==> src/rtl/bnn_frame_ctrl.sv <==
// rtl/bnn_frame_ctrl.sv - frame sequencer for the binary CNN core: pixel gating, result watchdog, flush.
// Optional accepted-result counter enabled by defining BNN_FRAME_CNT_EN.
module bnn_frame_ctrl #(
   parameter int IMG_W       = 28,
   parameter int IMG_H       = 28,
   parameter int NUM_CLASSES = 10,
   parameter int CONF_W      = 8,
   parameter int TIMEOUT_CYC = 4096,
   localparam int CLS_W      = (NUM_CLASSES > 1) ? $clog2(NUM_CLASSES) : 1
) (
   input  logic              clk,
   input  logic              rst_n,
   input  logic              s_valid,
   output logic              s_ready,
   input  logic              s_data,
   input  logic              s_last,
   output logic              core_en,
   output logic              core_pixel,
   output logic              core_flush,
   input  logic              core_valid,
   input  logic [CLS_W-1:0]  core_class,
   input  logic [CONF_W-1:0] core_conf,
   output logic              res_valid,
   input  logic              res_ready,
   output logic [CLS_W-1:0]  res_class,
   output logic [CONF_W-1:0] res_conf,
   output logic [1:0]        res_err,
   output logic              busy,
   output logic [15:0]       frame_cnt
);

   localparam int N     = IMG_W * IMG_H;
   localparam int PIX_W = $clog2(N + 1);
   localparam int WD_W  = $clog2(TIMEOUT_CYC + 1);
   localparam logic [PIX_W-1:0] PIX_LAST = PIX_W'(N - 1);
   localparam logic [WD_W-1:0]  WD_LAST  = WD_W'(TIMEOUT_CYC - 1);

   typedef enum logic [1:0] {ST_LOAD, ST_WAIT, ST_RESULT, ST_FLUSH} state_t;

   state_t              state, state_nx;
   logic [PIX_W-1:0]    pix_cnt, pix_nx;
   logic [WD_W-1:0]     wd_cnt, wd_nx;
   logic [1:0]          err_nx;
   logic [CLS_W-1:0]    cls_nx;
   logic [CONF_W-1:0]   conf_nx;
   logic                s_ready_nx, res_valid_nx, busy_nx;
   logic                core_en_nx, core_pixel_nx, core_flush_nx;
   logic                accept;

   assign accept = (state == ST_LOAD) && s_valid && s_ready;

   always_ff @(posedge clk) begin
      if (!rst_n) begin
         state      <= ST_LOAD;
         pix_cnt    <= '0;
         wd_cnt     <= '0;
         s_ready    <= 1'b1;
         core_en    <= 1'b0;
         core_pixel <= 1'b0;
         core_flush <= 1'b0;
         res_valid  <= 1'b0;
         res_class  <= '0;
         res_conf   <= '0;
         res_err    <= 2'b00;
         busy       <= 1'b0;
      end else begin
         state      <= state_nx;
         pix_cnt    <= pix_nx;
         wd_cnt     <= wd_nx;
         s_ready    <= s_ready_nx;
         core_en    <= core_en_nx;
         core_pixel <= core_pixel_nx;
         core_flush <= core_flush_nx;
         res_valid  <= res_valid_nx;
         res_class  <= cls_nx;
         res_conf   <= conf_nx;
         res_err    <= err_nx;
         busy       <= busy_nx;
      end
   end

   always_comb begin
      state_nx      = state;
      pix_nx        = pix_cnt;
      wd_nx         = wd_cnt;
      err_nx        = res_err;
      cls_nx        = res_class;
      conf_nx       = res_conf;
      s_ready_nx    = s_ready;
      res_valid_nx  = res_valid;
      core_en_nx    = 1'b0;
      core_pixel_nx = 1'b0;
      core_flush_nx = 1'b0;
      case (state)
         ST_LOAD: begin
            if (accept) begin
               core_en_nx    = 1'b1;
               core_pixel_nx = s_data;
               if (pix_cnt == PIX_LAST) begin
                  // A missing s_last is flagged but the core still sees a full image.
                  state_nx   = ST_WAIT;
                  pix_nx     = '0;
                  wd_nx      = '0;
                  s_ready_nx = 1'b0;
                  if (!s_last) err_nx[0] = 1'b1;
               end else if (s_last) begin
                  state_nx     = ST_RESULT;
                  pix_nx       = '0;
                  s_ready_nx   = 1'b0;
                  err_nx[0]    = 1'b1;
                  cls_nx       = '0;
                  conf_nx      = '0;
                  res_valid_nx = 1'b1;
               end else begin
                  pix_nx = pix_cnt + PIX_W'(1);
               end
            end
         end
         ST_WAIT: begin
            wd_nx = wd_cnt + WD_W'(1);
            if (core_valid) begin
               state_nx     = ST_RESULT;
               cls_nx       = core_class;
               conf_nx      = core_conf;
               res_valid_nx = 1'b1;
            end else if (wd_cnt == WD_LAST) begin
               state_nx     = ST_RESULT;
               err_nx[1]    = 1'b1;
               cls_nx       = '0;
               conf_nx      = '0;
               res_valid_nx = 1'b1;
            end
         end
         ST_RESULT: begin
            if (res_ready) begin
               state_nx      = ST_FLUSH;
               res_valid_nx  = 1'b0;
               core_flush_nx = 1'b1;
            end
         end
         ST_FLUSH: begin
            state_nx   = ST_LOAD;
            err_nx     = 2'b00;
            s_ready_nx = 1'b1;
         end
         default: state_nx = ST_LOAD;
      endcase
      busy_nx = !((state_nx == ST_LOAD) && (pix_nx == '0));
   end

`ifdef BNN_FRAME_CNT_EN
   always_ff @(posedge clk) begin
      if (!rst_n) begin
         frame_cnt <= 16'h0000;
      end else if (res_valid && res_ready && (frame_cnt != 16'hFFFF)) begin
         frame_cnt <= frame_cnt + 16'd1;
      end
   end
`else
   assign frame_cnt = 16'h0000;
`endif

endmodule

==> config.mk <==
export PLATFORM = sky130hd
export DESIGN_NAME = bnn_frame_ctrl
export DESIGN_NICKNAME = d
export VERILOG_FILES = /design/src/rtl/bnn_frame_ctrl.sv
export SDC_FILE = /design/constraint.sdc
export NUM_CORES = 1
export LEC_CHECK = 0
export ABC_AREA = 1
export CORE_AREA = 4 4 81 83
export CTS_CLUSTER_SIZE = 20
export DETAILED_ROUTE_END_ITERATION = 8
export DIE_AREA = 0 0 85 87
export HOLD_SLACK_MARGIN = 0.08
export PLACE_DENSITY = 0.76
export SLEW_MARGIN = 20
export SYNTH_ARGS = -nofsm -noshare
export SYNTH_HDL_FRONTEND = slang
export SYNTH_SLANG_ARGS = --single-unit
==> constraint.sdc <==
create_clock -name clk -period 2 [get_ports clk]
set_input_delay 0.2 -clock clk [delete_from_list [all_inputs] [get_ports clk]]
set_output_delay 0.2 -clock clk [all_outputs]
set_load 0.005 [all_outputs]
==> reports/metrics.cfg, run 1 <==
[status]
run_status = finished, final reports clean

[clock_tree]
postCtsHoldBufs = 0
cts_tree = yes
clock_latency_ns = 0.30
cts.sinks = 45
clk_pin_slew_ns = 0.09
clockBufferDepth = 2
htreeDepth = 2
cts_made_buffers = 5
root_buffer = clkbuf_8

[critical_path]
critPathCaptureType = flop
arrival_ns = 2.02
startpoint_type = flop
crit_type = reg -> reg
required_ns = 2.20
rrSetupSlack_ns = 0.18
critical_path.max_fanout = 9

[logic_synthesis]
yosys_register_bits = 45
avgSynthCellArea_um2 = 6.59
synth_cell_types = 38
synthCells = 386
syn-cell-area_mm2 = 0.00254
yosysSeqAreaShare = 0.354
yosysWarnings = 0

[drt]
drtAntennaViolNets = 0
drt_wl_total_mm = 5.72
drt_iter0_drc = 63
via_per_inst = 4.70
vias = 2381
wl_per_cell_um = 11.3
drt_pass1_iterations = 4
drcViolationCount = 0

[power]
p_int_mw = 1.53
irDropWorstVdd_mv = 0.409
p_seq_frac = 0.473
power_per_cell_area_mw_per_mm2 = 652
p_sw_frac = 0.250
power_mw = 2.04
p_sw_uw = 509
power_frac_comb = 0.177
p_leak_nw = 1.31
pwr-share-clk = 0.350

[global_routing]
grt-ovfl-total = 0
grt_start_max_net_pins = 25
grt_pass1_vias = 2190
grt_pass1_wl_mm = 9.57
antenna_found_initial = 0
grt_usage = 0.158

[timing]
min_period_ns = 1.82
hold_violations = 0
skew_ns = 0.0134
fmaxAchievable_mhz = 551
setup_viol_count_final = 0
setup_tns_ns = 0
min_period_over_period = 0.908
rsz0062_at_grt = no
slew_violations = 0

[placed_design]
place.gp.congestion = 0.866
placed_cells = 499
dpl.hpwl_mm = 4.36
portBuffers = 38

[floorplan]
dieArea_mm2 = 0.00740
pin_count = 55
rows = 28
start_util = 0.435
coreArea_mm2 = 0.00585
dieWidth_um = 85
die_y_um = 87

[final_layout]
mostFrequentLayoutCells = 110 x nand2_1, 67 x nor2_1, 45 x dfxtp_1, 38 x clkdlybuf4s50_1, 32 x inv_1
syn2layout_area_growth_pct = 22.7
antenna_cells = 0
drive_above_1_share = 0.113
final_nets = 457
fin_cells = 507
layout_commonest_cell = nand2_1

[job]
drv_cap = 0

[hold_path]
hold_path.class = reg -> reg

## cells by family after synthesis
kind of cell | after synthesis | share of synthesized area
other cells | 1 | 0.00147
compound gates | 37 | 0.0841
buf+inv | 64 | 0.124
flops | 45 | 0.354
xor+xnor | 1 | 0.00344
fa+ha+maj | 7 | 0.0344
simple gates | 231 | 0.398
## synth_stat cells
cell	n	share of area
a211oi_1	1	0.0030
a211oi_4	1	0.0079
a21oi_1	18	0.035
and3_1	1	0.0025
buf_1	1	0.0015
buf_2	1	0.0020
buf_4	16	0.047
buf_6	2	0.0088
clkbuf_1	3	0.0044
clkinv_1	1	0.0015
conb_1	1	0.0015
dfxtp_1	45	0.35
ha_1	7	0.034
inv_1	33	0.049
inv_2	7	0.010
nand2_1	111	0.16
nand2_2	4	0.0098
nand2_4	1	0.0044
nand3_1	15	0.029
nand3_2	3	0.012
nand3_4	1	0.0069
nand3b_1	2	0.0059
nand4_1	3	0.0074
nor2_1	68	0.10
nor2_2	7	0.017
nor2_4	2	0.0088
nor3_1	8	0.016
nor3_2	1	0.0039
nor3b_1	1	0.0030
nor4_1	1	0.0025
o211ai_1	1	0.0030
o21a_1	2	0.0059
o21ai_0	10	0.020
o21ai_1	3	0.0059
o21ai_2	1	0.0034
or2_0	1	0.0025
or2_2	1	0.0025
xnor2_1	1	0.0034
## path summary, 6_finish.rpt
check          endpoint       start  depth (start not counted)
max          wd_cnt[12]  pix_cnt[0]                         10
min          res_err[1]  res_err[1]                          2
max reg2reg  wd_cnt[12]  pix_cnt[0]                         10
min reg2reg  res_err[1]  res_err[1]                          2
## metrics by stage
step | hold slack, ns | util | area (µm²) | setup WS, ns
5_1_grt | 0.474 | 0.534 | 3120 | 0.000682
6_report | 0.459 | 0.534 | 3120 | 0.185
3_3_place_gp | 0.441 | 0.510 | 2990 | 0.144
4_1_cts | 0.461 | 0.530 | 3100 | 0.0945
3_5_place_dp | 0.448 | 0.510 | 2990 | 0.116
2_1_floorplan | 0.337 | - | 2600 | 0.270
## timing repair
item	CTS	global route
setup endpoints to repair	0	4
setup buffers	0	0
gates resized for setup	0	6
## worst max-delay path, stage by stage, from the launching register on
cell and delay (ns):
dfxtp_1 0.40, ha_1 0.19, nand2_1 0.14, nor2_4 0.17, nand3_4 0.12, nand2_4 0.13
nand3_1 0.13, nor2_2 0.17, nand2_1 0.08, o21ai_1 0.12, a21oi_1 0.05
## area by class of cell
cell class / count / area (µm²)
Sequential cell: 45 / 901
Tap cell: 75 / 93.8
Fill cell: 581 / 2730
Inverter: 41 / 154
Clock inverter: 1 / 30.0
Clock buffer: 7 / 86.3
Multi-Input combinational cell: 292 / 1400
Timing Repair Buffer: 46 / 453
## routing by layer
metal	vias up	share of wire	global-route usage
met5	-	0	0
li1	1258	-	-
met2	61	0.46	0.270
met3	13	0.054	0.0378
met1	1049	0.47	0.187
met4	0	0.023	0.0705
## flip-flops by register name, indices dropped and copies added, names as in the netlist
register / cells
wd_cnt: 13
pix_cnt: 10
res_conf: 8
res_class: 4
res_err: 2
state: 2
busy: 1
core_en: 1
core_flush: 1
core_pixel: 1
res_valid: 1
s_ready: 1
## power groups by stage
stage                     clock network [mW]  registers [mW]  logic [mW]
after floorplan                            0           0.987       0.213
after global placement                     0           0.984       0.351
after detailed placement                   0           0.984       0.354
after CTS                              0.733           0.964       0.357
after global routing                   0.769           0.970       0.401
final                                  0.713           0.964       0.360
Note: power is estimated with default switching activity, not from simulation.
==> run 2, diff against run 1 <==
--- a/config.mk
+++ b/config.mk
@@ -11,7 +11,7 @@
 export DETAILED_ROUTE_END_ITERATION = 8
 export DIE_AREA = 0 0 85 87
 export HOLD_SLACK_MARGIN = 0.08
-export PLACE_DENSITY = 0.76
+export PLACE_DENSITY = 0.79
 export SLEW_MARGIN = 20
 export SYNTH_ARGS = -nofsm -noshare
 export SYNTH_HDL_FRONTEND = slang
==> constraint.sdc (replaced) <==
create_clock -name clk -period 1.5 [get_ports clk]
set_input_delay 0.15 -clock clk [delete_from_list [all_inputs] [get_ports clk]]
set_output_delay 0.15 -clock clk [all_outputs]
set_load 0.005 [all_outputs]
==> run 2 against run 1 <==
Compared with the run above: the run now ends with setup timing left; cell count grew 15%; count of clock-buffer cells in the layout is the same; die area is the same; total power grew 46%; clock skew is essentially flat; sequential share of layout area shrank 6.3 points; combinational power grew 99%.
==> reports/metrics.cfg, run 2 (same netlist as run 1, synthesis figures left out) <==
[status]
run_status = finished, violations left
failed_checks = setup timing

[power]
p_sw_frac = 0.264
p_sw_uw = 786
p_int_mw = 2.19
pwr-share-clk = 0.325
power_frac_comb = 0.241
irDropWorstVdd_mv = 0.492
p_leak_nw = 1.78
p_seq_frac = 0.434
power_per_cell_area_mw_per_mm2 = 734

[hold_path]
whs_endpoint = core_pixel
min-delay-start = s_data
hold_path.class = in -> reg
holdPathStages = 2

[critical_path]
critPathMaxStageDelay_ns = 0.37
startpoint_type = flop
arrival_ns = 1.96
critPathCaptureType = flop
rrSetupSlack_ns = -0.25
critPathTopFamily = simple AND/OR/NAND/NOR gates
required_ns = 1.71
worst_r2r_endpoint = wd_cnt[11]
crit_top_cell = nand3_4
r2r_cells = 11
worst-path-buf-inv = 1
slowest_stage = dfxtp_4
crit_chain = inv_4, ha_4, nand3_4, nor2_4, nand3_4, nand2_8, nand2_4, nor3_4, nand2_2, o21ai_2, nor2_1
critical_path.max_fanout = 4
r2r_start = state[1]
crit_type = reg -> reg

[placed_design]
portBuffers = 38
place.gp.congestion = 0.853
place_area_mm2 = 0.00347
dpl.hpwl_mm = 4.87

[global_routing]
grt_pass1_wl_mm = 11.8
grt_usage = 0.196
antenna_found_initial = 0
grt_start_max_net_pins = 19
grt-ovfl-total = 0
grt_pass1_vias = 2708

[drt]
drt_pass1_iterations = 5
drtAntennaViolNets = 0
drt_iter0_drc = 241
wl_met1_mm = 3.14
drcViolationCount = 0
wl_per_cell_um = 13.3
vias = 2913
highest_layer = met4
via_per_inst = 5.00
wl_met3_um = 610
drt_wl_total_mm = 7.74
wl_met2_mm = 3.80

[job]
drv_cap = 0

[final_layout]
design_area_mm2 = 0.00405
regMostFlops = wd_cnt
antenna_cells = 0
layout_commonest_cell = nand2_1
syn2layout_area_growth_pct = 59.0
drive_above_1_share = 0.346
reg_top3 = wd_cnt x13, pix_cnt x10, res_conf x8
final_nets = 533
mostFrequentLayoutCells = 95 x nand2_1, 78 x buf_4, 58 x nor2_1, 38 x dfxtp_1, 38 x clkdlybuf4s50_1
largest_reg_flops = 13

[clock_tree]
cts_made_buffers = 5
clockBufferDepth = 2
clock_latency_ns = 0.31
clk_pin_slew_ns = 0.09
root_buffer = clkbuf_8
cts_tree = yes
cts.sinks = 45
postCtsHoldBufs = 0
htreeDepth = 2

[timing]
whs_ns = 0.413
rsz0062_at_grt = yes
slew_violations = 0
setup_ws_ns = -0.250
min_period_over_period = 1.17
setup_viol_count_final = 29
min_period_ns = 1.75
fmaxAchievable_mhz = 571
hold_violations = 0
skew_ns = 0.0137

[floorplan]
die_y_um = 87
dieArea_mm2 = 0.00740
rows = 28
start_util = 0.435
dieWidth_um = 85
coreArea_mm2 = 0.00585
pin_count = 55

## run 2: cell count changes in the layout (fill, tap and decap cells not counted), sizes merged
cell,previous run,this run
buf,8,84
## run 2: layout make-up
class / instances / area (µm²)
Fill cell: 439 / 1800
Multi-Input combinational cell: 292 / 1690
Timing Repair Buffer: 122 / 1070
Sequential cell: 45 / 912
Inverter: 41 / 159
Tap cell: 75 / 93.8
Clock buffer: 7 / 86.3
Clock inverter: 1 / 30.0
## run 2: worst reg2reg max path, stage by stage, from the launching register on
cell and delay [ns]:
dfxtp_4 0.37, inv_4 0.06, ha_4 0.16, nand3_4 0.08
nor2_4 0.12, nand3_4 0.13, nand2_8 0.12, nand2_4 0.08
nor3_4 0.24, nand2_2 0.10, o21ai_2 0.14, nor2_1 0.06
## run 2: how the worst max path moves through the flow
stage / from / end / slack, ns / depth (start not counted)
floorplan: state[0] / wd_cnt[11] / -0.1 / 11
global placement: s_valid / busy / -0.27 / 10
detailed placement: s_valid / wd_cnt[12] / -0.31 / 10
CTS: wd_cnt[1] / res_valid / -0.18 / 11
global route: state[1] / wd_cnt[11] / -0.36 / 11
finish: state[1] / wd_cnt[11] / -0.25 / 11
## run 2: stage by stage
| stage | setup TNS, ns | utilization | setup slack, ns | instances | power (mW) |
|---|---|---|---|---|---|
| 3_3_place_gp | -5.53 | 0.593 | -0.266 | 555 | 1.88 |
| 6_report | -4.99 | 0.692 | -0.250 | 583 | 2.97 |
| 3_5_place_dp | -6.69 | 0.593 | -0.310 | 555 | 1.90 |
| 5_1_grt | -7.66 | 0.692 | -0.361 | 583 | 3.11 |
| 2_1_floorplan | -1.03 | - | -0.0952 | 401 | 1.62 |
| 4_1_cts | -3.04 | 0.656 | -0.178 | 574 | 2.94 |
## run 2: repair_timing
| action | CTS | global route |
|---|---|---|
| buffers inserted | 9 | 10 |
| cloned | 2 | 0 |
| resized for setup | 36 | 41 |
| setup endpoints to repair | 27 | 37 |
| pin swaps | 9 | 13 |
## run 2: metal layers
metal / up-vias / GRT usage
met5: - / 0
met4: 0 / 0.0906
met3: 21 / 0.0464
met2: 150 / 0.348
met1: 1324 / 0.222
li1: 1418 / -
## run 2: power by group through the flow
stage	combinational (mW)	sequential, mW	clock (mW)
global route	0.780	1.30	1.03
global placement	0.572	1.31	0
CTS	0.662	1.29	0.988
finish	0.716	1.29	0.967
floorplan	0.296	1.32	0
detailed placement	0.587	1.31	0
==> edit 1: new RTL, settings of run 1 <==
`TIMEOUT_CYC`: 4096 -> 8192.
--- a/src/rtl/bnn_frame_ctrl.sv
+++ b/src/rtl/bnn_frame_ctrl.sv
@@ -7,3 +7,3 @@
    parameter int CONF_W      = 8,
-   parameter int TIMEOUT_CYC = 4096,
+   parameter int TIMEOUT_CYC = 8192,
    localparam int CLS_W      = (NUM_CLASSES > 1) ? $clog2(NUM_CLASSES) : 1
Function: same outputs for any inputs over 10 cycles, from zero or initial values and one cycle with rst_n low; that may be too few to reach the edited logic, so the function may still have changed.
==> edit 1 against run 1 <==
- global-route usage rose by 0.75 points
- critical path depth rose by 1
- sequential share of layout area rose by 1.1 points
- cell count fell by 3.2%
- worst hold slack got worse by 0.0053 ns
- wire length rose by 3.9%
- sequential cell count rose by 1
- area after synthesis fell by 1.9%
- design area fell by 1.4%
- setup slack improved by 0.0022 ns
- total power fell by 9.8%
- critical path type unchanged
- critical endpoint is now busy
- largest power group unchanged
==> edit 1: results (changes against run 1) <==
| Metric | Value |
|---|---|
| Filler Cells Inserted | 568 (-2.2%) |
| Cts repair resizes | 1 (+1) |
| Netlist cell types | 33 (-13%) |
| DRT iter0 DRCs | 112 (+78%) |
| Non-clock buffer share | 0.155 (+0.0102) |
| Synth cell count leaders | nand2_1, nor2_1, dfxtp_1, a21oi_1, inv_1 |
| Switching power | 467 uW (-8.1%) |
| Multi-input logic cell count | 276 (-5.5%) |
| Combinational share of power | 0.140 (-0.037) |
| P_leak | 1.24 nW (-5.7%) |
| CP peak stage delay | 0.38 ns (-0.02 ns) |
| Register area share after synthesis | 0.369 (+0.0149) |
| CP Max Fanout | 11 (+2) |
| Sequential cell area | 923 um2 (+2.5%) |
| Run status | finished clean |
| Seq_cells | 46 (+2.2%) |
| Fin util | 0.526 (-0.00749) |
| Dpl ws | -0.00135 ns (-0.117 ns) |
| Detailed placement HPWL | 4530 um (+3.8%) |
| Fin nets | 441 (-3.5%) |
| Mean Syn Cell Area | 6.82 um2 (+3.4%) |
| Fraction of area in multi-input gates | 0.437 (-0.0123) |
| Clock Power Share | 0.342 (-0.008) |
| Vias in the first global route | 2315 (+5.7%) |
| Clk cell area share | 0.0341 (-0.00313) |
| GR Util All Layers | 0.165 (+0.00747) |
| Ranking of synthesized cells by area | dfxtp_1, nand2_1, nor2_1, a21oi_1, nand3_1 |
| Post-Place Cells | 483 (-3.2%) |
==> edit 1: logic make-up (layout without fill, tap and decap cells) <==
kind of cell | after synthesis | count (layout) | share of synthesized area
fa+ha+maj | 7 | 7 | 0.0351
other cells | 1 | 16 | 0.00150
buf+inv | 59 | 94 | 0.118
xor+xnor | 1 | 1 | 0.00351
compound gates | 59 | 59 | 0.123
simple gates | 193 | 193 | 0.350
flops | 46 | 46 | 0.369
==> edit 1: per-layer routing <==
layer	vias up	wire (um)	track usage
li1	1249	-	-
met3	10	393	0.0388
met1	1085	2820	0.213
met5	-	0	0
met4	0	74	0.0460
met2	79	2650	0.277
==> edit 1: final timing paths <==
path         cells past startpoint  startpoint         to  slack [ns]
min                              2   res_valid  res_valid        0.45
max                             11    state[1]       busy        0.19
max reg2reg                     11    state[1]       busy        0.19
min reg2reg                      2   res_valid  res_valid        0.45
==> edit 2: new RTL, settings of run 1 <==
Without the edit above. Compare `pix_cnt` against `PIX_LAST` with >= in place of ==.
--- a/src/rtl/bnn_frame_ctrl.sv
+++ b/src/rtl/bnn_frame_ctrl.sv
@@ -98,3 +98,3 @@
                core_pixel_nx = s_data;
-               if (pix_cnt == PIX_LAST) begin
+               if (pix_cnt >= PIX_LAST) begin
                   // A missing s_last is flagged but the core still sees a full image.
Check against the original RTL: same outputs for any inputs over 10 cycles, from zero or initial values and one cycle with rst_n low; that may be too few to reach the edited logic, so the function may still have changed.
==> edit 2 against run 1 <==
- cell count shrank 2.6%
- area after synthesis increased by 0.34%
- sequential share of layout area shrank 0.12 points
- fmax down 2.1%
- design area up 0.40%
- worst hold slack worse by 0.00093 ns
- sequential cell count unchanged
- setup slack got worse by 0.039 ns
- via count shrank 0.38%
- wire length down 2.4%
- critical path type unchanged
- largest cell class unchanged
Power is not compared: it rests on default switching activity, and its combinational part moved more than twofold at a synthesized area within 25%.
==> edit 2: results (changes against run 1) <==
| Metric | Value |
|---|---|
| Post-Synth Adder-Cell Area | 0.0343 (-0.000118) |
| Met1 WL | 2590 um (-3.1%) |
| Post-Place Cells | 484 (-3.0%) |
| Worst Hold Path EP | res_err[0] |
| FF-to-FF End | busy |
| Largest net degree at the start of global routing | 27 (+8.0%) |
| R2R cell count | 12 (+2) |
| Filler Cells Inserted | 554 (-4.6%) |
| Dpl ws | 0.0564 ns (-0.0598 ns) |
| CP peak stage delay | 0.43 ns (+0.03 ns) |
| Detailed placement HPWL | 4160 um (-4.6%) |
| Crit path capture | busy |
| DRT iter0 DRCs | 99 (+57%) |
| Ranking of synthesized cells by area | dfxtp_1, nand2_1, nor2_1, nand3_1, inv_1 |
| Gate Count Post-Synth | 374 (-3.1%) |
| Routed WL | 5580 um (-2.4%) |
| WL met3 | 372 um (+21%) |
| Grt met2 use | 0.251 (-0.0191) |
| Fin nets | 444 (-2.8%) |
| Tmin final | 1.85 ns (+0.0392 ns) |
| Run status | finished clean |
| Via count | 2372 (-0.38%) |
| Post-Layout Cell Count | 494 (-2.6%) |
| Layout cells sized above 1 | 0.100 (-0.0132) |
| GR Util All Layers | 0.152 (-0.00528) |
==> edit 2: cell type report <==
cell class | count | area share
Inverter | 43 | 0.0515
Sequential cell | 45 | 0.287
Tap cell | 75 | 0.0299
Clock buffer | 7 | 0.0275
Multi-Input combinational cell | 276 | 0.443
Clock inverter | 1 | 0.00958
Timing Repair Buffer | 47 | 0.151
==> edit 2: power groups by stage <==
stage	clock network, mW	logic, mW	registers (mW)
after detailed placement	0	0.930	1.11
after global routing	0.762	1.07	1.11
after floorplan	0	0.558	1.12
final	0.710	0.962	1.09
after global placement	0	0.911	1.11
after CTS	0.727	0.933	1.09
==> edit 2: metrics by stage <==
stage          utilization  cell area, um2
6_report             0.536            3130
5_1_grt              0.536            3130
4_1_cts              0.530            3100
3_5_place_dp         0.510            2980
3_3_place_gp         0.510            2980
2_1_floorplan            -            2610
